### config.mk
export PLATFORM = sky130hd
export DESIGN_NAME = ahb_resp_mux_n
export DESIGN_NICKNAME = d
export VERILOG_FILES = /design/src/rtl/ahb_resp_mux_n.sv
export SDC_FILE = /design/constraint.sdc
export NUM_CORES = 1
export LEC_CHECK = 0
export BUFFER_PORTS_ARGS = -buffer_cell sky130_fd_sc_hd__buf_4
export CORE_AREA = 2 2 71 73
export DETAILED_ROUTE_END_ITERATION = 10
export DIE_AREA = 0 0 73 75
export PLACE_DENSITY = 0.87
export SKIP_CTS_REPAIR_TIMING = 1
export SLEW_MARGIN = 40
export SYNTH_ARGS = -nofsm -noshare
export SYNTH_HDL_FRONTEND = slang
export SYNTH_SLANG_ARGS = --single-unit
### constraint.sdc
create_clock -name hclk -period 1.5 [get_ports hclk]
set_clock_uncertainty 0.05 [all_clocks]
set_input_delay 0.075 -clock hclk [delete_from_list [all_inputs] [get_ports hclk]]
set_output_delay 0.075 -clock hclk [all_outputs]
set_load 0.02 [all_outputs]
### src/rtl/ahb_resp_mux_n.sv
// ahb_resp_mux_n: AHB-Lite slave-to-master response multiplexer with a built-in
// default slave. The decoder's select is registered in the address phase and
// steers hrdata/hready/hresp in the data phase. Active transfers to unmapped
// space get the two-cycle ERROR response from a small default-slave FSM.
// Optional build macro AHB_MUX_ONEHOT_CHK_EN adds a sticky sel_err flag. An
// active transfer with a multi-hot select sets it and is treated as unmapped.
module ahb_resp_mux_n #(
   parameter int NUM_SLAVES = 4,
   parameter int DATA_WIDTH = 32
) (
   input  logic                             hclk,
   input  logic                             hresetn,
   input  logic [NUM_SLAVES-1:0]            hsel,
   input  logic [1:0]                       htrans,
   input  logic [NUM_SLAVES*DATA_WIDTH-1:0] hrdata_s,
   input  logic [NUM_SLAVES-1:0]            hreadyout_s,
   input  logic [NUM_SLAVES-1:0]            hresp_s,
   output logic [DATA_WIDTH-1:0]            hrdata,
   output logic                             hready,
   output logic                             hresp,
`ifdef AHB_MUX_ONEHOT_CHK_EN
   output logic                             sel_err,
`endif
   output logic [NUM_SLAVES-1:0]            dp_sel
);

   typedef enum logic [1:0] {
      DS_IDLE = 2'd0,
      DS_ERR1 = 2'd1,
      DS_ERR2 = 2'd2
   } ds_state_t;

   ds_state_t             state;
   ds_state_t             state_nxt;
   logic                  capture;
   logic                  active;
   logic                  unmapped;
   logic [NUM_SLAVES-1:0] sel_load;
   logic                  unused_htrans0;

   // Only NONSEQ/SEQ matter; BUSY and IDLE are both "no transfer" here.
   assign active         = htrans[1];
   assign unused_htrans0 = htrans[0];

   // An address phase is accepted on every edge where the bus is ready.
   assign capture = hready;

`ifdef AHB_MUX_ONEHOT_CHK_EN
   logic multi_hot;

   // Clearing the lowest set bit leaves something only if two or more were set.
   assign multi_hot = active && ((hsel & (hsel - NUM_SLAVES'(1))) != '0);
   assign unmapped  = active && ((hsel == '0) || multi_hot);
   assign sel_load  = multi_hot ? '0 : hsel;
`else
   assign unmapped  = active && (hsel == '0);
   assign sel_load  = hsel;
`endif

   // State register: FSM, data-phase select and (optionally) the sticky error flag.
   // NOTE: sequential state uses non-blocking assignments so every register samples
   // pre-edge values, independent of block ordering.
   always_ff @(posedge hclk) begin
      if (!hresetn) begin
         state   <= DS_IDLE;
         dp_sel  <= '0;
`ifdef AHB_MUX_ONEHOT_CHK_EN
         sel_err <= 1'b0;
`endif
      end else begin
         state <= state_nxt;
         if (capture) begin
            dp_sel <= sel_load;
         end
`ifdef AHB_MUX_ONEHOT_CHK_EN
         if (capture && multi_hot) begin
            sel_err <= 1'b1;
         end
`endif
      end
   end

   // Default-slave next state: ERR1 -> ERR2 always, and ERR2 may chain straight
   // into ERR1 when the next captured transfer is unmapped as well.
   // NOTE: the default assignment first keeps every path assigned, so no latch is inferred.
   always_comb begin
      state_nxt = state;
      case (state)
         DS_IDLE: if (capture && unmapped) state_nxt = DS_ERR1;
         DS_ERR1: state_nxt = DS_ERR2;
         DS_ERR2: state_nxt = (capture && unmapped) ? DS_ERR1 : DS_IDLE;
         default: state_nxt = DS_IDLE;
      endcase
   end

   // Response routing from registered state and slave inputs only; the
   // descending loop lets the lowest-index set bit have the final say.
   always_comb begin
      hrdata = '0;
      hready = 1'b1;
      hresp  = 1'b0;
      if (state == DS_ERR1) begin
         hready = 1'b0;
         hresp  = 1'b1;
      end else if (state == DS_ERR2) begin
         hresp  = 1'b1;
      end else begin
         for (int i = NUM_SLAVES - 1; i >= 0; i--) begin
            if (dp_sel[i]) begin
               hrdata = hrdata_s[i*DATA_WIDTH +: DATA_WIDTH];
               hready = hreadyout_s[i];
               hresp  = hresp_s[i];
            end
         end
      end
   end

endmodule

**Word level (Yosys, flattened, before mapping)**

Index checks and enable logic that the tools add are counted.

- Flip-flop bits (word level): 6
- Output and inout bits: 38

- Equality and inequality tests: 3
- Mux-type cells: 21
- Reductions and logical operators: 4

Operators with widths:

| cell | number |
|---|---|
| $mux W32 | 6 |
| $mux W1 | 13 |
| $pmux W2 S3 | 1 |
| $logic_not A4 Y1 | 1 |
| $eq A2 B1 Y1 const B | 1 |
| $eq A2 B2 Y1 const B | 1 |
| $logic_and A1 B1 Y1 | 2 |
| $logic_not A2 Y1 | 1 |
| $mux W2 | 1 |
| $ne A2 B2 Y1 const B | 1 |

**Depth between registers and ports, before layout**

- Word-level depth: 9
- Gate-level depth with buffers: 7
- Mapped depth without buffers: 4

**Worst setup path before layout**

No wires, ideal clock.

- Path kind: reg2out
- Start: register dp_sel[2]
- End: output port hresp
- Arrival: 1765 ps
- Slack: -390 ps
- Cell stages (with the launch flop): 7
- Path buffers: 3
- Cells stage by stage: dfxtp_1 > buf_4 > nor2b_1 > buf_6 > clkbuf_1 > a221oi_1 > o31ai_1

- Longest elaborated chain between the ends: 5

Ends and longest elaborated chain:

| element | line | RTL |
|---|---|---|
| start: declaration | 24 | `output logic [NUM_SLAVES-1:0] dp_sel` |
| start signal: assignment | 73 | `dp_sel <= sel_load;` |
| $mux W1 (3 in series) | 109 | `if (dp_sel[i]) begin` |
| $mux W1 | 105 | `end else if (state == DS_ERR2) begin` |
| $mux W1 | 102 | `if (state == DS_ERR1) begin` |
| end: declaration | 20 | `output logic hresp,` |

No other way between the ends.

**Final worst setup path**

- Start: register dp_sel[3]
- End: output port hready

- Longest elaborated chain between the ends: 6

Ends and longest elaborated chain:

| element | line | RTL |
|---|---|---|
| $mux W1 (4 in series) | 109 |  |
| $mux W1 | 105 |  |
| $mux W1 | 102 |  |
| end: declaration | 19 | `output logic hready,` |

No other way between the ends.

==> metrics.csv <==
stage,metric,value,unit
timing,Peak Freq,593,MHz
critical_path,worst r2r src,dp_sel[3]$_SDFFE_PN0P_,
pwr,Peak supply drop,0.801,mV
yosys,post-synth top area cell,a22o_1,
timing,Final Hold Viols,0,
critical_path,Crit. End Element,output pin,
critical_path,CP Cell Sequence,nor2b_4 > a2111o_1 > a41oi_4 > buf_6,
yosys,#FFs+latches synth,6,
timing,Tightest Pin Transition,343,ps
cts,CTS Buffer Depth,2,
yosys,Yosys cell types,23,
cts,worst skew pair latency,230,ps
floorplanning,CORE AREA,4660,µm²
timing,Final Cycle Share,1.12,
critical_path,critical path's top delay family,compound AO/OA/AOI/OAI gates,
pwr,total power,3.19,mW
yosys,Post-synth EDFFs,0,
cts,Clock Sinks,6,
min_path,Hold Path Class,in -> reg,
yosys,Area contributors post-synth,"a22o_1 23%, a22oi_1 19%, o21ai_0 13%, nand2_1 12%, dfxtp_1 9.7%",
yosys,Synth Cell Area,1240,µm²
critical_path,Arrival @ worst endpoint,1560,ps
floorplanning,row count,25,
grt,number of global-route vias before repair,2025,
run_status,status,"complete, but fails checks",
job,max cap viols,0,
timing,worst rel slew slack,0.771,
critical_path,R2R depth,5,
pwr,P_sw,1.41,mW
min_path,WHS Endpoint,state[0]$_SDFFE_PN0P_,
timing,Final setup viols,38,
floorplanning,DIE WIDTH,73,µm
detailed_routing,antenna violation net count after detailed routing,0,
yosys,most common cell in the netlist,nand2_1,
critical_path,r2r setup slk,-160,ps
detailed_routing,DR vias,2210,
critical_path,CP Data Required Time,1370,ps
timing,"Min Clock Period, post-route",1690,ps
cts,Worst-path clk slew,40,ps
grt,pin count of the biggest net entering global routing,38,
yosys,top_reg_cell synth,dfxtp_1,
yosys,sequential area share after synthesis,0.0968,
detailed_routing,post-detailed-route via-to-cell ratio,5.18,
placed_design,Placed Area,2730,µm²
cts,H-tree depth,1,
floorplanning,Top-Level Pins,182,
timing,Post-Route Setup TNS,-3200,ps
pwr,Int Power,1.78,mW
critical_path,startpoint types,register,
yosys,syn_nets,335,
critical_path,reg2reg end,dp_sel[0]$_SDFFE_PN0P_,
yosys,Mapped Cells,191,
detailed_routing,drc violations,0,
floorplanning,Die Height,75,µm
cts,CTS tree,done,
yosys,top-area cell type share of the netlist area,0.226,
grt,first-pass GRT wire length,8.95,mm
pwr,Logic pwr share,0.851,
finish,Nets,518,
finish,n_diodes,0,
floorplanning,Initial Utilization,0.266,
run_status,violated checks,setup timing,
yosys,Post-synth top cells,"41 x nand2_1, 32 x a22o_1, 32 x a22oi_1, 32 x o21ai_0, 20 x clkbuf_1",
timing,RSZ-0062 raised after global routing,yes,
pwr,Net Sw Frac,0.442,
detailed_routing,routed len/inst,15.3,µm
grt,GRT overflow,0,
critical_path,crit-path max FO,5,
timing,Max Slew Vio Count,0,
min_path,Hold Crit Depth,3,
pwr,Clock power frac,0.080,
critical_path,CP peak stage delay,410,ps
finish,share of cells above drive strength 1,0.587,
pwr,PwrDens,1070,nW/µm²
detailed_routing,drt first-iter violations,78,
finish,post-route cell area,2980,µm²
cts,CTS Buf Count,3,
timing,setup ws final,-186,ps
min_path,HP Start,hsel[0],
cts,Root Buffer,clkbuf_8,
critical_path,Crit Path Class,reg -> out,
detailed_routing,drt total wl,6.55,mm
grt,initial antenna violation count,0,
detailed_routing,Pre-Repair DR Iteration Count,4,
yosys,Mean Syn Cell Area,6.50,µm²
pwr,Seq pwr share,0.070,
pwr,Leakage,1.47,nW
yosys,"FFs w/ async S/R, synth",0,
placed_design,Detail Placement HPWL,4.80,mm
placed_design,IO buf count,180,
critical_path,Bufs and invs on worst path,1,
grt,gr usage total,0.202,
placed_design,GPL Wtd Cong,0.804,
finish,Area Growth Syn to Fin,140,%
critical_path,slowest CP cell,a2111o_1,
yosys,yosys warns,0,
floorplanning,die area,5480,µm²
state kept, by name, summed over array words and instances, names as in the netlist:
register and count:
dp_sel 4, state 2
per-stage QoR:
| step | std cells | hold WS, ps | setup WS (ps) | utilization |
|---|---|---|---|---|
| 3_5_place_dp | 418 | 295 | -53.2 | 0.585 |
| 4_1_cts | 422 | 62.6 | -264 | 0.595 |
| 2_1_floorplan | 191 | 157 | -230 | - |
| 5_1_grt | 427 | 68.6 | -239 | 0.640 |
| 6_report | 427 | 57.0 | -186 | 0.640 |
| 3_3_place_gp | 418 | 293 | -13.8 | 0.585 |
area by class of cell:
type / instances / area [µm²]
multi-input combinational: 161 / 1080
inverter: 2 / 7.51
tap: 54 / 67.6
clock buffer: 4 / 45.0
sequential: 6 / 130
timing repair buffer: 200 / 1650
fill: 403 / 1680
routing by layer:
layer  vias up  GRT usage  share of wire
li1       1098          -              -
met1       990      0.227           0.38
met2       113      0.392           0.53
met3         9     0.0348          0.074
met4         0     0.0473          0.013
met5         -          0              0
cells by family (layout without fill, tap and decap cells):
kind of cell           after synthesis  after routing  share of synthesized area
buffers and inverters               24            206                     0.0817
AO/OA/AOI/OAI                      102            102                      0.603
flip-flops                           6              6                     0.0968
multiplexers                         4              4                     0.0323
AND/OR/NAND/NOR                     55             55                      0.186
cells in the final DEF (no fill, tap or decap), drive strengths merged, types with 2 or more instances in the layout:
cell	instances
buf	199
o21ai	32
a22oi	32
nor2	3
nor2b	4
nand2	41
clkbuf	5
nand3	2
mux2i	4
dfxtp	6
inv	2
nand2b	2
a22o	32
worst reg2reg max path: stages, from the launching register on:
cell      delay [ps]
dfxtp_2          310
nor2b_4          140
a2111o_1         410
a41oi_4          310
buf_4            170
mux2i_1          180
power groups by stage:
stage	logic (mW)	clock network, mW	registers [mW]
after global routing	2.89	0.268	0.226
final	2.71	0.254	0.222
after global placement	2.33	0	0.218
after floorplan	1.31	0	0.240
after CTS	2.37	0.261	0.217
after detailed placement	2.37	0	0.219
how the worst max path moves through the flow:
stage | from | to | slack (ps) | cells after the start
after detailed placement | dp_sel[2]$_SDFFE_PN0P_ | dp_sel[1]$_SDFFE_PN0P_ | -50 | 4
after floorplan | dp_sel[2]$_SDFFE_PN0P_ | dp_sel[2]$_SDFFE_PN0P_ | -230 | 6
after CTS | dp_sel[2]$_SDFFE_PN0P_ | hready | -260 | 4
after global placement | dp_sel[2]$_SDFFE_PN0P_ | dp_sel[2]$_SDFFE_PN0P_ | -10 | 4
after global routing | dp_sel[3]$_SDFFE_PN0P_ | hready | -240 | 4
final | dp_sel[3]$_SDFFE_PN0P_ | hready | -190 | 4
Power figures use the tool's default switching activity.
